===== src/rtl/uart_rx.sv =====
// Oversampled 8N1 UART receiver.
// Synchronises rx, validates the start bit at mid-bit, samples each data bit
// at mid-bit (LSB first) and checks the stop bit. Received bytes go out on a
// valid/ready handshake. frame_err and overrun are single-cycle pulses.
module uart_rx #(
    parameter int OVERSAMPLING = 16,
    parameter int DATA_BITS    = 8
) (
    input  logic                 clk,
    input  logic                 rst_n,
    input  logic                 tick,
    input  logic                 rx,
    output logic [DATA_BITS-1:0] data,
    output logic                 valid,
    input  logic                 ready,
    output logic                 frame_err,
    output logic                 overrun
);

    localparam int TW = $clog2(OVERSAMPLING);
    localparam int BW = (DATA_BITS > 1) ? $clog2(DATA_BITS) : 1;

    // Tick count at the centre of the start bit, and at one full bit period.
    localparam logic [TW-1:0] MID_CNT  = TW'(OVERSAMPLING / 2 - 1);
    localparam logic [TW-1:0] LAST_CNT = TW'(OVERSAMPLING - 1);
    localparam logic [BW-1:0] LAST_BIT = BW'(DATA_BITS - 1);

    typedef enum logic [2:0] {
        IDLE  = 3'd0,
        START = 3'd1,
        DATA  = 3'd2,
        STOP  = 3'd3,
        BREAK = 3'd4
    } state_t;

    logic                 rx_meta_reg;
    logic                 rs;

    state_t               state_reg,     state_next;
    logic [TW-1:0]        tick_cnt_reg,  tick_cnt_next;
    logic [BW-1:0]        bit_cnt_reg,   bit_cnt_next;
    logic [DATA_BITS-1:0] shift_reg,     shift_next;
    logic [DATA_BITS-1:0] data_reg,      data_next;
    logic                 valid_reg,     valid_next;
    logic                 frame_err_reg, frame_err_next;
    logic                 overrun_reg,   overrun_next;

    // Two-flop synchroniser on the asynchronous serial line; idles high.
    always_ff @(posedge clk or negedge rst_n) begin
        if (!rst_n) begin
            rx_meta_reg <= 1'b1;
            rs          <= 1'b1;
        end else begin
            rx_meta_reg <= rx;
            rs          <= rx_meta_reg;
        end
    end

    // State, counters, shift register and output registers.
    always_ff @(posedge clk or negedge rst_n) begin
        if (!rst_n) begin
            state_reg     <= IDLE;
            tick_cnt_reg  <= '0;
            bit_cnt_reg   <= '0;
            shift_reg     <= '0;
            data_reg      <= '0;
            valid_reg     <= 1'b0;
            frame_err_reg <= 1'b0;
            overrun_reg   <= 1'b0;
        end else begin
            state_reg     <= state_next;
            tick_cnt_reg  <= tick_cnt_next;
            bit_cnt_reg   <= bit_cnt_next;
            shift_reg     <= shift_next;
            data_reg      <= data_next;
            valid_reg     <= valid_next;
            frame_err_reg <= frame_err_next;
            overrun_reg   <= overrun_next;
        end
    end

    // Next-state logic: frame sequencing, byte delivery and error pulses.
    always_comb begin
        state_next     = state_reg;
        tick_cnt_next  = tick_cnt_reg;
        bit_cnt_next   = bit_cnt_reg;
        shift_next     = shift_reg;
        data_next      = data_reg;
        valid_next     = valid_reg;
        frame_err_next = 1'b0;
        overrun_next   = 1'b0;

        // Consumer handshake; a delivery below in the same cycle overrides.
        if (valid_reg && ready) begin
            valid_next = 1'b0;
        end

        case (state_reg)
            IDLE: begin
                if (!rs) begin
                    state_next    = START;
                    tick_cnt_next = '0;
                end
            end

            START: begin
                if (tick) begin
                    if (tick_cnt_reg == MID_CNT) begin
                        tick_cnt_next = '0;
                        bit_cnt_next  = '0;
                        // Still low at mid start bit: genuine frame, else glitch.
                        state_next    = rs ? IDLE : DATA;
                    end else begin
                        tick_cnt_next = tick_cnt_reg + TW'(1);
                    end
                end
            end

            DATA: begin
                if (tick) begin
                    if (tick_cnt_reg == LAST_CNT) begin
                        tick_cnt_next = '0;
                        // LSB arrives first, so shift right inserting at MSB.
                        shift_next    = {rs, shift_reg[DATA_BITS-1:1]};
                        if (bit_cnt_reg == LAST_BIT) begin
                            bit_cnt_next = '0;
                            state_next   = STOP;
                        end else begin
                            bit_cnt_next = bit_cnt_reg + BW'(1);
                        end
                    end else begin
                        tick_cnt_next = tick_cnt_reg + TW'(1);
                    end
                end
            end

            STOP: begin
                if (tick) begin
                    if (tick_cnt_reg == LAST_CNT) begin
                        tick_cnt_next = '0;
                        if (rs) begin
                            state_next = IDLE;
                            if (!valid_reg || ready) begin
                                data_next  = shift_reg;
                                valid_next = 1'b1;
                            end else begin
                                // Previous byte still pending: keep it, drop this one.
                                overrun_next = 1'b1;
                            end
                        end else begin
                            frame_err_next = 1'b1;
                            state_next     = BREAK;
                        end
                    end else begin
                        tick_cnt_next = tick_cnt_reg + TW'(1);
                    end
                end
            end

            BREAK: begin
                // A held-low line must return high before a new start is hunted.
                if (rs) begin
                    state_next = IDLE;
                end
            end

            default: begin
                state_next = IDLE;
            end
        endcase
    end

    assign data      = data_reg;
    assign valid     = valid_reg;
    assign frame_err = frame_err_reg;
    assign overrun   = overrun_reg;

endmodule

===== config.mk =====
export PLATFORM = sky130hd
export DESIGN_NAME = uart_rx
export DESIGN_NICKNAME = d
export VERILOG_FILES = /design/src/rtl/uart_rx.sv
export SDC_FILE = /design/constraint.sdc
export NUM_CORES = 1
export LEC_CHECK = 0
export ABC_CLOCK_PERIOD_IN_PS = 2900
export CAP_MARGIN = 20
export CORE_MARGIN = 2
export CORE_UTILIZATION = 30
export DETAILED_ROUTE_END_ITERATION = 8
export SLEW_MARGIN = 20
export SYNTH_ARGS = -nofsm -noshare
export SYNTH_HDL_FRONTEND = slang
export SYNTH_SLANG_ARGS = --single-unit

===== constraint.sdc =====
create_clock -name clk -period 2.9 [get_ports clk]
set_input_delay 0.29 -clock clk [delete_from_list [all_inputs] [get_ports clk]]
set_output_delay 0.29 -clock clk [all_outputs]
set_load 0.05 [all_outputs]

==> results of run 1 <==
power breakdown:
group          total [W]  switching, W  internal (W)  leakage (nW)
registers       0.000563     0.0000825      0.000480         0.406
logic           0.000209      0.000109     0.0000994         0.334
clock network   0.000438      0.000160      0.000278        0.0612
worst min-delay path by stage:
stage                            from              to  slack (ns)  cells after the start
final                     rx_meta_reg              rs        0.36                      0
after global placement    rx_meta_reg              rs        0.35                      0
after detailed placement  rx_meta_reg              rs        0.35                      0
after floorplan                 rst_n  bit_cnt_reg[0]      -0.006                      0
after global routing      rx_meta_reg              rs        0.37                      0
after CTS                 rx_meta_reg              rs        0.36                      0
worst register-to-register path: cells and delay by family, from the launching register on:
family | cells | cell delay, ns
DFF | 1 | 0.39
muxes | 1 | 0.32
adders and majority gates | 1 | 0.29
and+or+nand+nor | 3 | 0.71
per-layer routing:
| layer | wire, um | share of wire (%) | vias to the layer above |
|---|---|---|---|
| met3 | 101 | 4.1 | 2 |
| met2 | 1160 | 47 | 18 |
| met1 | 1160 | 47 | 450 |
| li1 | - | - | 436 |
| met5 | 0 | 0 | - |
| met4 | 23 | 0.94 | 0 |
cells in the final DEF, fill, tap and decap left out, drive strengths merged, types with 3 or more instances in the layout:
| cell type | netlist | layout |
|---|---|---|
| o21ai | 3 | 3 |
| ha | 3 | 3 |
| clkdlybuf4s50 | 0 | 15 |
| a21oi | 3 | 3 |
| nand2 | 6 | 6 |
| clkbuf | 2 | 6 |
| inv | 4 | 4 |
| nor2 | 9 | 9 |
| nor3 | 3 | 3 |
| dfrtp | 29 | 29 |
| nand3 | 3 | 3 |
| mux2 | 18 | 18 |
logic make-up (layout without fill, tap and decap cells):
kind of cell    count (synthesis)  count (layout)  share of synthesized area, %
simple gates                   32              32                          14.0
flops                          31              31                          53.8
mux                            20              20                          17.5
compound gates                 17              17                          8.21
buf+inv                        10              28                          3.97
fa+ha+maj                       3               3                          2.59
stage by stage:
step | hold slack (ns) | setup WS (ns)
3_5_place_dp | 0.348 | 0.896
2_1_floorplan | -0.00559 | 1.20
6_report | 0.355 | 1.09
5_1_grt | 0.368 | 1.00
4_1_cts | 0.357 | 1.08
3_3_place_gp | 0.347 | 0.928
final cells by class:
type	instances	share of cell area (%)
Clock buffer	6	4.72
Clock inverter	2	2.00
Inverter	4	0.859
Multi-Input combinational cell	72	35.0
Sequential cell	31	44.5
Tap cell	54	3.87
Timing Repair Buffer	16	9.02
==> impl_results.md, run 1 <==
- Via count: 906
- Worst Skew: 0.00336 ns
- Layout Cells excl Fill: 185
- H-tree depth: 2
- Cells after DPL: 177
- Pins Over Slew Limit: 0
- Layer with the highest usage: met2
- Share of layout cells above drive strength 1: 29.8%
- Max Freq: 552 MHz
- R2R Path Start: tick_cnt_reg[0]
- Routed Antenna Nets: 0
- Wire per inst: 13.2 um
- DRC: 0
- Setup TNS: 0 ns
- Clock buffer depth: 2
- Status: complete, no violations
- Die H: 73.5 um
- Synth cell count leaders: 29 x dfrtp_1, 10 x mux2_2, 8 x mux2_4, 8 x nor2_1, 6 x nand2_1
- P_leak: 0.801 nW
- Post-layout util: 37.3%
- CP Capture Type: register
- 1st-iter DRT viols: 31
- Actual slew at the worst max-slew pin: 0.542 ns
- CP cell instances: ha_1 -> nand4_4 -> nor2_4 -> and4_4 -> mux2_4
- RSZ-0062 raised after global routing: false
- Crit path depth: 5
- CTS resizes: 0
- Vias in the first global route: 900
- Placed cell area: 1630 sq um
- Sequential area share after synthesis: 53.8%
- Met2 global-route usage: 16.5%
- HP Class: reg2reg
- Worst R2R End: data[4]
- EDFF count, synth: 0
- Critical Path Max Stage Delay: 0.39 ns
- Post-Route WL: 2440 um
- Mapped Avg Cell Area: 12.8 sq um
- Mapped Cells: 113
- Initial antenna violation count: 0
- PortBufs: 15
- Overflow after GRT: 0
- Routed vias/inst: 4.90
- Fill cells: 475
- Endpoints failing setup: 0
- Mapped Nets: 121
- Total CTS buffers: 5
- Clock Pin Slew Worst Setup and Hold Paths: 0.07 ns
- Crit share post-route: 62.5%
- WP data required: 3.07 ns
- R2R cell count: 5
- Area delta synth->final: 20.7%
- Critical Path End: data[4]
- Full die area: 5400 sq um
- Share of the synthesized area in the top cell type: 50.1%
- GP Congestion: 0.783
- Total power divided by cell area: 692 nW/um^2
- Top Family by Delay on Critical Path: simple AND/OR/NAND/NOR gates
- Root Buffer: clkbuf_8
- CP Launch Type: register
- Overall Power: 0.00121 W
- Total GRT Usage: 10.3%
- Post-synth cell types: 41
- Reg2reg setup slack: 1.09 ns
- Max rail drop VDD: 0.000443 V
- Die width: 73.5 um
- Global-route wire length before repair: 4100 um
- IO Pins: 16
- Clock sink count: 31
- Number of hold buffers added after CTS: 0
- Main flop type after synthesis: dfrtp_1
- Pin count of the biggest net entering global routing: 32
- Site Rows: 25
- CP max-delay cell: dfrtp_1
- Synth Cell Area: 1450 sq um
- Yosys warns: 0
- Fin. Hold Viols: 0
- Synth Register Bits: 31
- Worst Path Max Fanout: 8
- Fin crit period: 1.81 ns
- Max Cap Viol: 0
- Slew HR: 63.9%
- Register Area: 778 sq um
- Async SR Flop Fraction: 100%
- Area occupied by multi-input gates: 612 sq um
- Largest cells by area after synthesis: dfrtp_1 50%, mux2_4 8.3%, mux2_2 7.8%
- WP buf/inv: 0
- Worst-Skew Late Latency: 0.28 ns
- Nets@finish: 138
- Ant diodes: 0
- CP startpoint: tick_cnt_reg[0]
- Setup Crit Path Kind: reg2reg
- Grt met1 use: 12.2%
- Final instance area: 1750 sq um
- DP HPWL: 1740 um
- CTS tree: yes
- Cell taking the most area after synthesis: dfrtp_1
- Starting Density: 30.9%
- Count leader, synth: dfrtp_1
- Arrival @ worst endpoint: 1.98 ns
- Post-CTS setup buffer count: 0
- Grt met3 use: 4.25%
- Drt pass-1 iters: 2
- Core ar.: 4690 sq um
(Power assumes the default switching activity.)
==> run 2, diff against run 1 <==
ABC_CLOCK_PERIOD_IN_PS = 1800   (was 2900)
clock period = 1.8 ns   (was 2.9 ns; I/O delays follow)
==> run 2 against run 1 <==
- first-iteration DRC count increased by 39%
- cell area increased by 1.9%
- critical path type unchanged
- routed wire length increased by 6.3%
- maximum frequency increased by 5.5%
- flip-flop and latch count unchanged
- hold slack got worse by 0.065 ns
==> impl_results.md, run 2 (synthesized netlist as in run 1, its figures left out) <==
- Int Pwr: 0.00126 W (+47%)
- Endpoints failing setup: 0 (unchanged)
- Total CTS buffers: 5 (unchanged)
- Routed vias/inst: 4.82 (-1.6%)
- Total GRT Usage: 10.9% (+0.58 points)
- Final WS setup: 0.0821 ns (-1.01 ns)
- Slew HR: 66.7% (+2.8 points)
- Seq pwr share: 49.1% (+2.6 points)
- Routed Antenna Nets: 0 (unchanged)
- Die H: 73.5 um (unchanged)
- Clock Pin Slew Worst Setup and Hold Paths: 0.06 ns (about the same)
- CP Capture Type: register
- P_leak: 0.820 nW (+2.3%)
- Worst Path Max Fanout: 8 (unchanged)
- Pin count of the biggest net entering global routing: 32 (unchanged)
- Clock buffer depth: 2 (unchanged)
- Fill cells: 457 (-3.8%)
- Nets@finish: 144 (+4.3%)
- Max rail drop VDD: 0.000488 V (+10%)
- Initial antenna violation count: 0 (unchanged)
- Share of layout cells above drive strength 1: 32.8% (+3.1 points)
- Site Rows: 25 (unchanged)
- DP HPWL: 1790 um (+3.1%)
- Vias in the first global route: 938 (+4.2%)
- Pins Over Slew Limit: 0 (unchanged)
- DRC: 0 (unchanged)
- PortBufs: 15 (unchanged)
- P_sw: 0.000584 W (+66%)
- GP Congestion: 0.839 (+7.1%)
- Overflow after GRT: 0 (unchanged)
- Gate power share: 20.2% (+2.9 points)
- HP Class: in2async
- Status: complete, no violations
- Actual slew at the worst max-slew pin: 0.498 ns (-0.0435 ns)
- Crit share post-route: 95.4% (+33 points)
- Max Cap Viol: 0 (unchanged)
- Net Sw Frac: 31.7% (+2.6 points)
- Full die area: 5400 sq um (unchanged)
- Post-Route WL: 2600 um (+6.3%)
- CTS tree: yes
- WP data required: 1.96 ns (-1.11 ns)
- Total power divided by cell area: 1030 nW/um^2 (+49%)
- Worst Skew: 0.00674 ns (+0.00337 ns)
- Most frequent cells in the layout: 29 x dfrtp_1, 15 x clkdlybuf4s50_1, 10 x mux2_2
- Clock sink count: 31 (unchanged)
- Fin Hold WS: 0.290 ns (-0.0651 ns)
- Die width: 73.5 um (unchanged)
- Number of hold buffers added after CTS: 0 (unchanged)
- Layout Cells excl Fill: 191 (+3.2%)
- Pre-CTS setup slack: -0.00684 ns (-0.903 ns)
- Arrival @ worst endpoint: 1.88 ns (-0.10 ns)
- Fin. Hold Viols: 0 (unchanged)
- Root Buffer: clkbuf_8
- Ant diodes: 0 (unchanged)
- IO Pins: 16 (unchanged)
- Setup Crit Path Kind: reg2reg
- H-tree depth: 2 (unchanged)
- Cells after DPL: 183 (+3.4%)
- Fin crit period: 1.72 ns (-0.0950 ns)
- CP Launch Type: register
- Drt pass-1 iters: 4 (+2)
- Worst-Skew Late Latency: 0.28 ns (about the same)
- Max Freq: 582 MHz (+5.5%)
- Core ar.: 4690 sq um (unchanged)
- Commonest non-fill, non-tap cell in the layout: dfrtp_1
- Area delta synth->final: 23.1%
- Clock share of power: 30.6% (-5.6 points)
- Wire per inst: 13.6 um (+2.9%)
- 1st-iter DRT viols: 43 (+39%)
- RSZ-0062 raised after global routing: false
- Starting Density: 30.9% (unchanged)
- Via count: 920 (+1.5%)
- Global-route wire length before repair: 4480 um (+9.3%)
## run 2: cell count changes in the layout (fill, tap and decap cells not counted)
cell	previous run	this run
buf_4	1	6
buf_12	0	1
ha_1	3	2
ha_2	0	1
clkbuf_1	0	1
bufinv_16	1	0
## run 2: repair_timing
| item | in CTS | in global routing |
|---|---|---|
| gates resized for setup | 0 | 1 |
| endpoints found under the setup margin | 0 | 8 |
| buffers inserted | 0 | 0 |
## run 2: metal layers
layer	share of wire (%)	GRT usage, %
met4	1.0	4.24
met1	48	13.9
met2	47	16.9
met3	3.6	3.70
met5	0	0
## run 2: per-stage QoR
stage	TNS, ns	total power [W]	util (%)	instance area (sq um)
2_1_floorplan	0	0.00119	-	1450
5_1_grt	0	0.00194	38.0	1780
3_3_place_gp	0	0.00126	36.0	1690
4_1_cts	0	0.00185	37.9	1780
6_report	0	0.00184	38.0	1780
3_5_place_dp	-0.00684	0.00128	36.0	1690
## run 2: critical path, cell delays in order (launching register included)
cell and delay [ns]:
dfrtp_1 0.39, ha_2 0.26, nand4_4 0.14, nor2_4 0.14, and4_4 0.35, mux2_4 0.32
## run 2: layout make-up
cell class                      instances  area, sq um  area share (%)
Clock buffer                            7         86.3            4.85
Multi-Input combinational cell         72          614            34.5
Timing Repair Buffer                   22          215            12.1
Sequential cell                        31          778            43.7
Inverter                                4         15.0           0.843
Clock inverter                          1         5.00           0.281
Tap cell                               54         67.6            3.79
## run 2: power by group through the flow
stage	sequential (W)	combinational [W]	clock [W]
after global placement	0.000907	0.000349	0
after global routing	0.000917	0.000416	0.000611
final	0.000905	0.000372	0.000564
after floorplan	0.000837	0.000351	0
after CTS	0.000903	0.000370	0.000581
after detailed placement	0.000915	0.000368	0
## run 2: final timing paths
kind,end,cells past startpoint,start,slack (ns)
min in group clk,rx_meta_reg,1,rx,0.31
worst min register to register,rs,0,rx_meta_reg,0.36
max in group asynchronous,rx_meta_reg,2,rst_n,1.18
worst min-delay path,valid,2,rst_n,0.29
worst max register to register,data[7],5,tick_cnt_reg[0],0.08
worst max-delay path,data[7],5,tick_cnt_reg[0],0.08
==> run 3, diff against run 2 <==
DONT_BUFFER_PORTS = 1   (was not set)
==> run 3 against run 2 <==
- sequential power hardly changed
- via count is 3.9% lower
- global-route usage hardly changed
- cell count decreased by 7.9%
- flip-flop and latch count unchanged
- largest cell class unchanged
- largest power group unchanged
==> impl_results.md, run 3 (synthesized netlist as in run 1, its figures left out) <==
- DP HPWL: 1710 um (-4.3%)
- CP cell instances: ha_2 -> nand4_4 -> nor2_4 -> and4_4 -> mux2_4
- Ant diodes: 0 (unchanged)
- Clock buffer depth: 2 (unchanged)
- Top Family by Delay on Critical Path: simple AND/OR/NAND/NOR gates
- Root Buffer: clkbuf_8
- Layout Cells excl Fill: 176 (-7.9%)
- Area occupied by multi-input gates: 614 sq um (unchanged)
- Cells after DPL: 166 (-9.3%)
- Routed Antenna Nets: 0 (unchanged)
- CP Launch Type: register
- Total CTS buffers: 5 (unchanged)
- WP data required: 1.96 ns (about the same)
- Starting Density: 30.9% (unchanged)
- Endpoints failing setup: 0 (unchanged)
- Pins Over Slew Limit: 0 (unchanged)
- Crit share post-route: 94.9% (-0.52 points)
- Max rail drop VDD: 0.000709 V (+45%)
- Setup Crit Path Kind: reg2reg
- Area delta synth->final: 14.2%
- Fin crit period: 1.71 ns (-0.00945 ns)
- Critical Path Max Stage Delay: 0.39 ns (about the same)
- Post-Route WL: 2480 um (-4.4%)
- WP buf/inv: 0 (unchanged)
- Site Rows: 25 (unchanged)
- Total GRT Usage: 10.9% (+0.022 points)
- Die width: 73.5 um (unchanged)
- Nets@finish: 130 (-9.7%)
- Arrival @ worst endpoint: 1.87 ns (about the same)
- Wire per inst: 14.1 um (+3.7%)
- Status: complete, no violations
- 1st-iter DRT viols: 29 (-33%)
- Slew HR: 66.7% (about the same)
- Max Freq: 585 MHz (+0.55%)
- GP Congestion: 0.792 (-5.6%)
- CTS tree: yes
- Fin. Hold Viols: 0 (unchanged)
- Global-route wire length before repair: 4350 um (-2.9%)
- CP Capture Type: register
- PortBufs: 0 (-15)
- Most frequent cells in the layout: 29 x dfrtp_1, 10 x mux2_2, 8 x nor2_1, 8 x mux2_4
- Post-layout util: 35.2% (-2.7 points)
- Commonest non-fill, non-tap cell in the layout: dfrtp_1
- Drt pass-1 iters: 2 (-2)
- HP Class: in2reg
- IO Pins: 16 (unchanged)
- CP max-delay cell: dfrtp_1
- Worst-Skew Late Latency: 0.28 ns (about the same)
- Core ar.: 4690 sq um (unchanged)
- Worst Skew: 0.00553 ns (-0.00121 ns)
- Worst Path Max Fanout: 8 (unchanged)
- H-tree depth: 2 (unchanged)
- Pin count of the biggest net entering global routing: 32 (unchanged)
- Vias in the first global route: 933 (-0.53%)
- Routed vias/inst: 5.02 (+4.3%)
- Clock sink count: 31 (unchanged)
- Overflow after GRT: 0 (unchanged)
- Full die area: 5400 sq um (unchanged)
- Setup TNS: 0 ns (unchanged)
- Initial antenna violation count: 0 (unchanged)
- Register Area: 778 sq um (unchanged)
- Overall Power: 0.00181 W (-1.5%)
- Share of layout cells above drive strength 1: 36.1% (+3.2 points)
- RSZ-0062 raised after global routing: false
- DRC: 0 (unchanged)
- Actual slew at the worst max-slew pin: 0.499 ns (+0.000680 ns)
- Reg2reg setup slack: 0.09 ns (about the same)
- Die H: 73.5 um (unchanged)
- Clock Pin Slew Worst Setup and Hold Paths: 0.06 ns (about the same)
- Fill cells: 467 (+2.2%)
- Max Cap Viol: 0 (unchanged)
- Via count: 884 (-3.9%)
- P_leak: 0.774 nW (-5.6%)
- Total power divided by cell area: 1100 nW/um^2 (+6.2%)
run 3: cell count changes in the layout (fill, tap and decap cells not counted), sizes merged:
| cell | previous run | this run |
|---|---|---|
| buf | 7 | 6 |
| clkbuf | 7 | 6 |
| clkdlybuf4s50 | 15 | 0 |
| dlygate4sd3 | 0 | 2 |
run 3: path summary, 6_finish.rpt:
kind,start,endpoint,depth (start not counted)
worst max-delay path,tick_cnt_reg[0],data[7],5
worst min-delay path,ready,overrun,2
worst max register to register,tick_cnt_reg[0],data[7],5
worst min register to register,rx_meta_reg,rs,0
max in group asynchronous,rst_n,rs,2
min in group asynchronous,rst_n,bit_cnt_reg[0],2
run 3: stage by stage:
| stage | hold WS (ns) | worst slack [ns] | instance area (sq um) |
|---|---|---|---|
| detailed placement | -0.115 | 0.0533 | 1520 |
| CTS | 0.138 | 0.0407 | 1650 |
| finish | 0.143 | 0.0915 | 1650 |
| floorplan | -0.116 | 0.101 | 1450 |
| global route | 0.155 | 0.00450 | 1650 |
| global placement | -0.115 | 0.113 | 1520 |
run 3: power by group:
part	leakage [nW]	internal, W	switching (W)
sequential	0.406	0.000774	0.000134
clock	0.0470	0.000299	0.000240
combinational	0.321	0.000179	0.000188
run 3: layout make-up:
cell class	count	area share, %
Inverter	4	0.908
Clock buffer	6	5.00
Timing Repair Buffer	8	5.45
Tap cell	54	4.09
Multi-Input combinational cell	72	37.2
Clock inverter	1	0.303
Sequential cell	31	47.1
run 3: what timing repair did:
action | in CTS | in global routing
setup endpoints to repair | 0 | 9
hold buffers | 3 | 0
buffers inserted | 0 | 0
gates resized for setup | 0 | 1
hold endpoints to repair | 32 | 0
run 3: metal layers:
layer	share of wire [%]	global-route usage, %
met1	46	13.2
met2	47	16.3
met3	5.9	5.62
met4	0.93	4.44
met5	0	0
